## src/rtl/uart2vga_pkg.sv

```systemverilog
// Shared constants and FSM state type for the UART-to-VGA row loader.
package uart2vga_pkg;

  localparam int unsigned ByteSizeRowDef   = 240;
  localparam int unsigned HeightDef        = 480;
  localparam logic [7:0]  StopByteDef      = 8'hDD;
  localparam logic [7:0]  AnswerCodeDef    = 8'hAA;
  localparam logic [7:0]  SuccessDef       = 8'hFF;
  localparam logic [7:0]  NotAllDef        = 8'h11;
  localparam int unsigned TimeoutCyclesDef = 500_000;

  // Frame-buffer address width; 479*240+239 = 115199 fits in 17 bits.
  localparam int unsigned AddrW = 17;

  typedef enum logic [1:0] {
    StYHi,
    StYLo,
    StData,
    StStop
  } state_e;

endpackage

```

## src/rtl/uart_answer_queue.sv

```systemverilog
// Single-entry answer holding register feeding the UART transmitter.
module uart_answer_queue (
  input  logic       clk,
  input  logic       rst,
  input  logic       push,
  input  logic [7:0] push_data,
  input  logic       tx_busy,
  output logic       tx_start,
  output logic [7:0] tx_data,
  output logic       ovf
);

  logic       full_q, full_d;
  logic [7:0] data_q, data_d;
  logic       start_q, start_d;
  logic [7:0] tx_data_q, tx_data_d;
  logic       ovf_q, ovf_d;
  logic       launch;

  // Launch when holding a byte and the transmitter is idle; skip the clock right after a
  // launch so a transmitter that raises busy one clock late is never double-started.
  always_comb begin
    launch    = full_q && !tx_busy && !start_q;
    full_d    = full_q;
    data_d    = data_q;
    start_d   = launch;
    tx_data_d = launch ? data_q : tx_data_q;
    ovf_d     = ovf_q;
    if (launch) begin
      full_d = 1'b0;
    end
    if (push) begin
      full_d = 1'b1;
      data_d = push_data;
      // A byte pushed while the entry drains in the same clock is not an overflow.
      if (full_q && !launch) begin
        ovf_d = 1'b1;
      end
    end
  end

  // Queue state register with synchronous reset.
  always_ff @(posedge clk) begin
    if (rst) begin
      full_q    <= 1'b0;
      data_q    <= 8'h00;
      start_q   <= 1'b0;
      tx_data_q <= 8'h00;
      ovf_q     <= 1'b0;
    end else begin
      full_q    <= full_d;
      data_q    <= data_d;
      start_q   <= start_d;
      tx_data_q <= tx_data_d;
      ovf_q     <= ovf_d;
    end
  end

  assign tx_start = start_q;
  assign tx_data  = tx_data_q;
  assign ovf      = ovf_q;

endmodule

```

## src/rtl/uart_row_loader.sv

```systemverilog
// Receives framed pixel rows over UART (Y hi, Y lo, payload, stop byte), writes them to
// the frame buffer and answers every byte through a single-entry answer queue.
module uart_row_loader
  import uart2vga_pkg::*;
#(
  parameter int unsigned BYTE_SIZE_ROW         = ByteSizeRowDef,
  parameter int unsigned HEIGHT                = HeightDef,
  parameter logic [7:0]  STOP_BYTE             = StopByteDef,
  parameter logic [7:0]  ANSWER_CODE           = AnswerCodeDef,
  parameter logic [7:0]  SUCCESSFULLY_RECEIVED = SuccessDef,
  parameter logic [7:0]  NOT_ALL_RECEIVED      = NotAllDef,
  parameter int unsigned TIMEOUT_CYCLES        = TimeoutCyclesDef
) (
  input  logic             clk,
  input  logic             rst,
  input  logic [7:0]       rx_data,
  input  logic             rx_done,
  input  logic             tx_busy,
  output logic             tx_start,
  output logic [7:0]       tx_data,
  output logic             wr_en,
  output logic [AddrW-1:0] wr_addr,
  output logic [7:0]       wr_data,
  output logic             row_done,
  output logic             frame_err,
  output logic             ans_ovf
);

  localparam int unsigned      IdxW      = $clog2(BYTE_SIZE_ROW + 1);
  localparam int unsigned      TimerW    = $clog2(TIMEOUT_CYCLES + 1);
  localparam logic [IdxW-1:0]  LastIdx   = IdxW'(BYTE_SIZE_ROW - 1);
  localparam logic [IdxW-1:0]  IdxOne    = IdxW'(1);
  localparam logic [TimerW-1:0] TimerLast = TimerW'(TIMEOUT_CYCLES - 1);
  localparam logic [TimerW-1:0] TimerOne  = TimerW'(1);
  localparam logic [15:0]      HeightW   = 16'(HEIGHT);
  localparam logic [AddrW-1:0] RowSize   = AddrW'(BYTE_SIZE_ROW);

  state_e            state_q, state_d;
  logic [15:0]       row_q, row_d;
  logic [IdxW-1:0]   idx_q, idx_d;
  logic [TimerW-1:0] timer_q, timer_d;
  logic              wr_en_q, wr_en_d;
  logic [AddrW-1:0]  wr_addr_q, wr_addr_d;
  logic [7:0]        wr_data_q, wr_data_d;
  logic              row_done_q, row_done_d;
  logic              err_q, err_d;
  logic              push;
  logic [7:0]        push_data;
  logic              timeout;
  logic [15:0]       row_lo;
  logic [AddrW-1:0]  row_base;

  // Next-state, frame-buffer write and answer selection; timeout beats a coincident byte.
  always_comb begin
    state_d    = state_q;
    row_d      = row_q;
    idx_d      = idx_q;
    wr_en_d    = 1'b0;
    wr_addr_d  = wr_addr_q;
    wr_data_d  = wr_data_q;
    row_done_d = 1'b0;
    err_d      = err_q;
    push       = 1'b0;
    push_data  = ANSWER_CODE;
    row_lo     = {row_q[15:8], rx_data};
    row_base   = AddrW'(row_q) * RowSize;
    timeout    = (state_q != StYHi) && (timer_q == TimerLast);

    if (state_q == StYHi || rx_done || timeout) begin
      timer_d = '0;
    end else begin
      timer_d = timer_q + TimerOne;
    end

    if (timeout) begin
      state_d   = StYHi;
      push      = 1'b1;
      push_data = NOT_ALL_RECEIVED;
      err_d     = 1'b1;
    end else if (rx_done) begin
      unique case (state_q)
        StYHi: begin
          row_d   = {rx_data, row_q[7:0]};
          push    = 1'b1;
          state_d = StYLo;
        end
        StYLo: begin
          row_d = row_lo;
          push  = 1'b1;
          if (row_lo < HeightW) begin
            idx_d   = '0;
            state_d = StData;
          end else begin
            push_data = NOT_ALL_RECEIVED;
            err_d     = 1'b1;
            state_d   = StYHi;
          end
        end
        StData: begin
          wr_en_d   = 1'b1;
          wr_addr_d = row_base + AddrW'(idx_q);
          wr_data_d = rx_data;
          push      = 1'b1;
          push_data = rx_data;
          idx_d     = idx_q + IdxOne;
          if (idx_q == LastIdx) begin
            state_d = StStop;
          end
        end
        StStop: begin
          push    = 1'b1;
          state_d = StYHi;
          if (rx_data == STOP_BYTE) begin
            push_data  = SUCCESSFULLY_RECEIVED;
            row_done_d = 1'b1;
          end else begin
            push_data = NOT_ALL_RECEIVED;
            err_d     = 1'b1;
          end
        end
        default: state_d = StYHi;
      endcase
    end
  end

  // Frame FSM, counters and registered outputs with synchronous reset.
  always_ff @(posedge clk) begin
    if (rst) begin
      state_q    <= StYHi;
      row_q      <= '0;
      idx_q      <= '0;
      timer_q    <= '0;
      wr_en_q    <= 1'b0;
      wr_addr_q  <= '0;
      wr_data_q  <= '0;
      row_done_q <= 1'b0;
      err_q      <= 1'b0;
    end else begin
      state_q    <= state_d;
      row_q      <= row_d;
      idx_q      <= idx_d;
      timer_q    <= timer_d;
      wr_en_q    <= wr_en_d;
      wr_addr_q  <= wr_addr_d;
      wr_data_q  <= wr_data_d;
      row_done_q <= row_done_d;
      err_q      <= err_d;
    end
  end

  uart_answer_queue u_answer_queue (
    .clk       (clk),
    .rst       (rst),
    .push      (push),
    .push_data (push_data),
    .tx_busy   (tx_busy),
    .tx_start  (tx_start),
    .tx_data   (tx_data),
    .ovf       (ans_ovf)
  );

  assign wr_en     = wr_en_q;
  assign wr_addr   = wr_addr_q;
  assign wr_data   = wr_data_q;
  assign row_done  = row_done_q;
  assign frame_err = err_q;

endmodule

```

## config.mk

```make
export PLATFORM = sky130hd
export DESIGN_NAME = uart_row_loader
export DESIGN_NICKNAME = d
export VERILOG_FILES = /design/src/rtl/uart2vga_pkg.sv /design/src/rtl/uart_answer_queue.sv /design/src/rtl/uart_row_loader.sv
export SDC_FILE = /design/constraint.sdc
export NUM_CORES = 1
export LEC_CHECK = 0
export CORE_UTILIZATION = 52
export CTS_CLUSTER_SIZE = 30
export DETAILED_ROUTE_END_ITERATION = 7
export GPL_TIMING_DRIVEN = 0
export MAX_ROUTING_LAYER = met4
export PLACE_DENSITY = 0.77
export REMOVE_ABC_BUFFERS = 1
export SLEW_MARGIN = 10
export SYNTH_ARGS = -nofsm -noshare
export SYNTH_HDL_FRONTEND = slang
export SYNTH_SLANG_ARGS = --single-unit
```

## constraint.sdc

```tcl
create_clock -name clk -period 3.6 [get_ports clk]
set_clock_uncertainty 0.2 [all_clocks]
set_input_delay 0.36 -clock clk [delete_from_list [all_inputs] [get_ports clk]]
set_output_delay 0.36 -clock clk [all_outputs]
set_load 0.05 [all_outputs]
```

* Word level (Yosys, flattened, before mapping)
Index checks and enable logic that the tools add are counted.
Word-level totals: output and inout port bits 38, input bits 12, word-level logic and storage cells 85, register bits after elaboration 92
Operators by class: eq/ne operators 10, multiply operators 1, magnitude comparators 1, bitwise logic cells 5, $add $sub $neg 3, mux-type cells 23, reduce and logical (&&, ||, !) cells 27
Operators with widths (count):
- two-way mux 8 bit | 5
- one-hot mux 16 bit (2 select lines) | 1
- one-hot mux 8 bit (3 select lines) | 1
- adder 19 x 1 -> 19 bit, second input constant | 1
- == test 19 bit, second input constant | 1
- adder 17 x 8 -> 17 bit | 1
- == test 8 bit, second input constant | 2
- less-than comparator 16 x 9 -> 1 bit, second input constant | 1
- multiplier 16 x 4 -> 13 bit, second input constant | 1
- one-hot mux 8 bit (2 select lines) | 1
- AND reduction 4 bit | 4
- two-way mux 1 bit | 11
- adder 8 x 1 -> 8 bit, second input constant | 1
- one-hot mux 2 bit (4 select lines) | 1
- nonzero test 2 bit | 4
- OR reduction 4 bit | 2
- inequality test 3 bit, second input constant | 2
- inverter 1 bit | 5
- == test 2 bit, second input constant | 2
- logical AND 1 bit | 4
- two-way mux 2 bit | 2
- inequality test 2 bit, second input constant | 2
- AND reduction 2 bit | 2
- OR reduction 2 bit | 2
- 8 further kinds | 11

* Longest topological paths before layout
depth after elaboration 6, mapped depth 13, gate-level depth less buffers 13

* Cells and area by module
From an unflattened synthesis, not the netlist that was laid out.
Second synthesis, totals: cell total of the unflattened synthesis 585, area, all modules 5079.9 um^2
Modules (own cells, without submodules):
- uart_row_loader | cells each 514, times used 1, sequential area each 1461.4 um^2, area an instance 4324.1 um^2
- uart_answer_queue | cells each 71, times used 1, sequential area each 380.4 um^2, area an instance 755.7 um^2

* Worst setup path after synthesis
Ideal clock, no wire load.
path type register -> register, start register row_q[1], end register wr_addr_q[16], in the netlist wr_addr[16], data required time 3.258 ns, library setup time 0.142 ns, path buffers 0, path slack -0.053 ns, cell stages (with the launch flop) 14, arrival 3.311 ns, clock period less this slack 3.653 ns, cells stage by stage dfxtp_1 > fa_1 > inv_1 > fa_1 > fa_1 > inv_1 > ha_1 > nand3_1 > nand2_1 > and2_1 > nand4_1 > or3_1 > nor4_1 > a311oi_1
Between the ends: cells in the longest elaborated chain, start to end 2
Ends and longest elaborated chain:
- from (decl) | RTL line uart_row_loader.sv:39 | logic [15:0] row_q, row_d;
- from (signal assigned) | RTL line uart_row_loader.sv:140 | row_q <= row_d;
- multiplier 16 x 4 -> 13 bit | RTL line uart_row_loader.sv:66 | row_base = AddrW'(row_q) * RowSize;
- adder 17 x 8 -> 17 bit | RTL line uart_row_loader.sv:101 | wr_addr_d = row_base + AddrW'(idx_q);
- to (signal assigned) | RTL line uart_row_loader.sv:144 | wr_addr_q <= wr_addr_d;
- to (decl) | RTL line uart_row_loader.sv:43 | logic [AddrW-1:0] wr_addr_q, wr_addr_d;
No other way between the ends. A chain may end at the register's enable or synchronous reset.

* Final worst setup path
start register row_q[2], end register wr_addr_q[16], in the netlist wr_addr[16]
Same word-level chain as after synthesis.

==> impl_metrics.ini <==
[placed_design]
dpl.hpwl_um = 7220
dp_cells = 699
place.gp.congestion = 0.833
port_buffers = 49

[clock_tree]
clock-sinks = 92
cts_buffers = 9
hold_buffers = 0
clkSlewWorstSetupHoldPaths_ns = 0.10
cts_root_buf = clkbuf_8
worstSkewPairLatency_ns = 0.37
cts_tree = yes
htree_num_levels = 3
cts_buffer_depth = 2

[global_routing]
grt_pass1_vias = 3839
grt_max_degree = 47
grt_util_all_layers_pct = 22.3
antenna_found_initial = 0
grt_pass1_wl_um = 17000
gr-total-overflow = 0

[run]
cap_violations = 0

[logic_synthesis]
ys_warn_count = 0
synth_top_family_by_area = simple AND/OR/NAND/NOR gates
synth_top_area_share_pct = 37.9
synth_mux_area_share_pct = 4.35
synthSimpleGateAreaFrac_pct = 21.0
synth_compound_area_share_pct = 11.1
async_flop_share_pct = 0
ys_seq_area_share_pct = 37.9
synth.most_common_cell = dfxtp_1
syn_area_um2 = 4860
yosys.area_share.adder_pct = 13.1
ys.flop_type = dfxtp_1
synth_seq_cells = 92
netlist_instances = 562
avgSynthCellArea_um2 = 8.64
synth_top_area_cell = dfxtp_1
yosys-top-cells-area = dfxtp_1, fa_1, nor2_1
ys_top_cells_by_count = dfxtp_1, nor2_1, nand2_1
synthXorXnorAreaFrac_pct = 7.39
synth-edff-count = 0
ys_types = 49

[floorplanning]
die-area_um2 = 9730
fp.dieW_um = 98.7
initial_core_util_pct = 54.6
io_pins = 50
core_area_um2 = 8890
die_h_um = 98.7
num_rows = 34

[timing]
setup_viol = 3
fmaxAchievable_ghz = 0.270
timing.setup.tns_ns = -0.162
slew_headroom_pct = 40.2
timing.final.ws_setup_ns = -0.111
whs_ns = 0.221
period_needed_ns = 3.71
hold_viol = 0
drv_slew = 0
tightest_slew_ns = 0.895
post-route-period-util_pct = 103
rsz0062_at_grt = yes

[power]
p_int_mw = 1.57
p_leak_nw = 2.31
p_total_mw = 2.27
p_seq_share_pct = 46.9
combPwrFrac_pct = 19.1
p_switching_uw = 694
power_density_nw_per_um2 = 376
clockPowerShare_pct = 34.0
sw_frac_of_total_pct = 30.6
vdd_drop_max_mv = 0.333

[setup_path]
cp-end-kind = flip-flop
rr_worst_depth = 13
cpPeakStageDelay_ns = 0.59
crit_type = reg2reg
worstPathArrival_ns = 3.76
cp_slowest_cell = fa_1
cp.required_ns = 3.65
start_kind = flip-flop
crit_chain = fa_1 -> inv_2 -> fa_2 -> fa_2 -> inv_2 -> ha_4 -> nand3_2 -> nand2_2 -> and2_4 -> nand4_1 -> or3_4 -> nor4_4 -> a311oi_2
path_max_fanout = 4

[detailed_routing]
routed-via-count = 3973
post_drt_wl_per_cell_um = 14.9
ant_nets = 0
drt_iter0_drc = 183
vias_per_cell = 5.46
routed_wl_um = 10800
drc_errors = 0
drtPass1Iterations = 4

[cells_and_area]
syn2layout_area_growth_pct = 24.2
drive_gt1_share_pct = 14.5
post-route-util_pct = 67.9
diodes = 0
final_nets = 666
instances_no_fill = 728

[min_path]
hold_path_depth = 2
hold_class = in2reg

[status]
violations = negative setup slack
status = complete, but fails checks
[sequential cells by signal, indices dropped and copies added (netlist names), 8 cells and up, named ones only]
register / count
timer_q: 19
wr_addr: 17
row_q: 16
idx_q: 8
u_answer_queue.data_q: 8
u_answer_queue.tx_data: 8
wr_data: 8
[metal layers]
metal / vias to the layer above / share of wire (%) / track usage [%]
li1: 1984 / - / -
met1: 1896 / 43 / 26.4
met2: 72 / 52 / 37.9
met3: 21 / 2.7 / 2.84
met4: 0 / 2.5 / 10.7
met5: - / 0 / -
[metrics by stage]
step	instance area, um2	setup WS (ns)
2_1_floorplan	4770	-0.0884
3_3_place_gp	5390	-0.315
3_5_place_dp	5420	-0.363
4_1_cts	5800	-0.106
5_1_grt	6030	-0.258
6_report	6030	-0.111
[power groups by stage]
stage | combinational, mW | clock [mW] | sequential [mW]
after floorplan | 0.216 | 0 | 1.10
after global placement | 0.317 | 0 | 1.08
after detailed placement | 0.330 | 0 | 1.09
after CTS | 0.360 | 0.782 | 1.06
after global routing | 0.471 | 0.822 | 1.07
final | 0.433 | 0.771 | 1.06
[layout make-up]
cell class                 count  area [um2]
tap                          108         135
multi-input combinational    406        3030
inverter                      42         163
clock buffer                   9         124
sequential                    92        1860
clock inverter                 7         100
timing repair buffer          64         622
fill                         705        2860
[placed cells by master, fill, tap and decap left out, types with 7 or more instances in the layout]
| cell | netlist | routed |
|---|---|---|
| clkbuf_8 | 0 | 9 |
| a21oi_1 | 41 | 38 |
| nor2_1 | 79 | 78 |
| ha_4 | 0 | 7 |
| ha_1 | 19 | 12 |
| clkdlybuf4s50_1 | 0 | 48 |
| mux2i_1 | 20 | 20 |
| nand3_1 | 15 | 14 |
| xor2_1 | 22 | 20 |
| dfxtp_1 | 92 | 84 |
| o21ai_0 | 14 | 10 |
| inv_1 | 42 | 33 |
| nor3_1 | 7 | 7 |
| fa_1 | 20 | 18 |
| buf_4 | 0 | 12 |
| nand2b_1 | 8 | 7 |
| inv_2 | 0 | 7 |
| xnor2_1 | 19 | 16 |
| nand2_1 | 64 | 62 |
[critical path: cells and delay by family (launching register included)]
| family | cells | cell delay [ns] |
|---|---|---|
| AND/OR/NAND/NOR | 6 | 1.01 |
| AO/OA/AOI/OAI | 1 | 0.06 |
| buffers and inverters | 2 | 0.09 |
| adder cells (fa/ha/maj) | 4 | 1.86 |
| flip-flops | 1 | 0.37 |
[path summary, 6_finish.rpt]
path	start	to	slack [ns]
max	row_q[2]	wr_addr[16]	-0.11
min	rst	wr_addr[0]	0.22
max reg2reg	row_q[2]	wr_addr[16]	-0.11
min reg2reg	u_answer_queue.tx_data[4]	u_answer_queue.tx_data[4]	0.26
[kinds of logic (layout without fill, tap and decap cells)]
family / count (synthesis) / in the layout
xor+xnor: 41 / 41
compound gates: 89 / 89
flops: 92 / 92
buf+inv: 64 / 122
mux: 21 / 21
fa+ha+maj: 39 / 39
simple gates: 216 / 216
[what timing repair did]
item	CTS	global route
endpoints found under the setup margin	6	6
pin swaps	17	24
resized for setup	29	41
buffers inserted	7	6
Note: power is estimated with default switching activity, not from simulation.
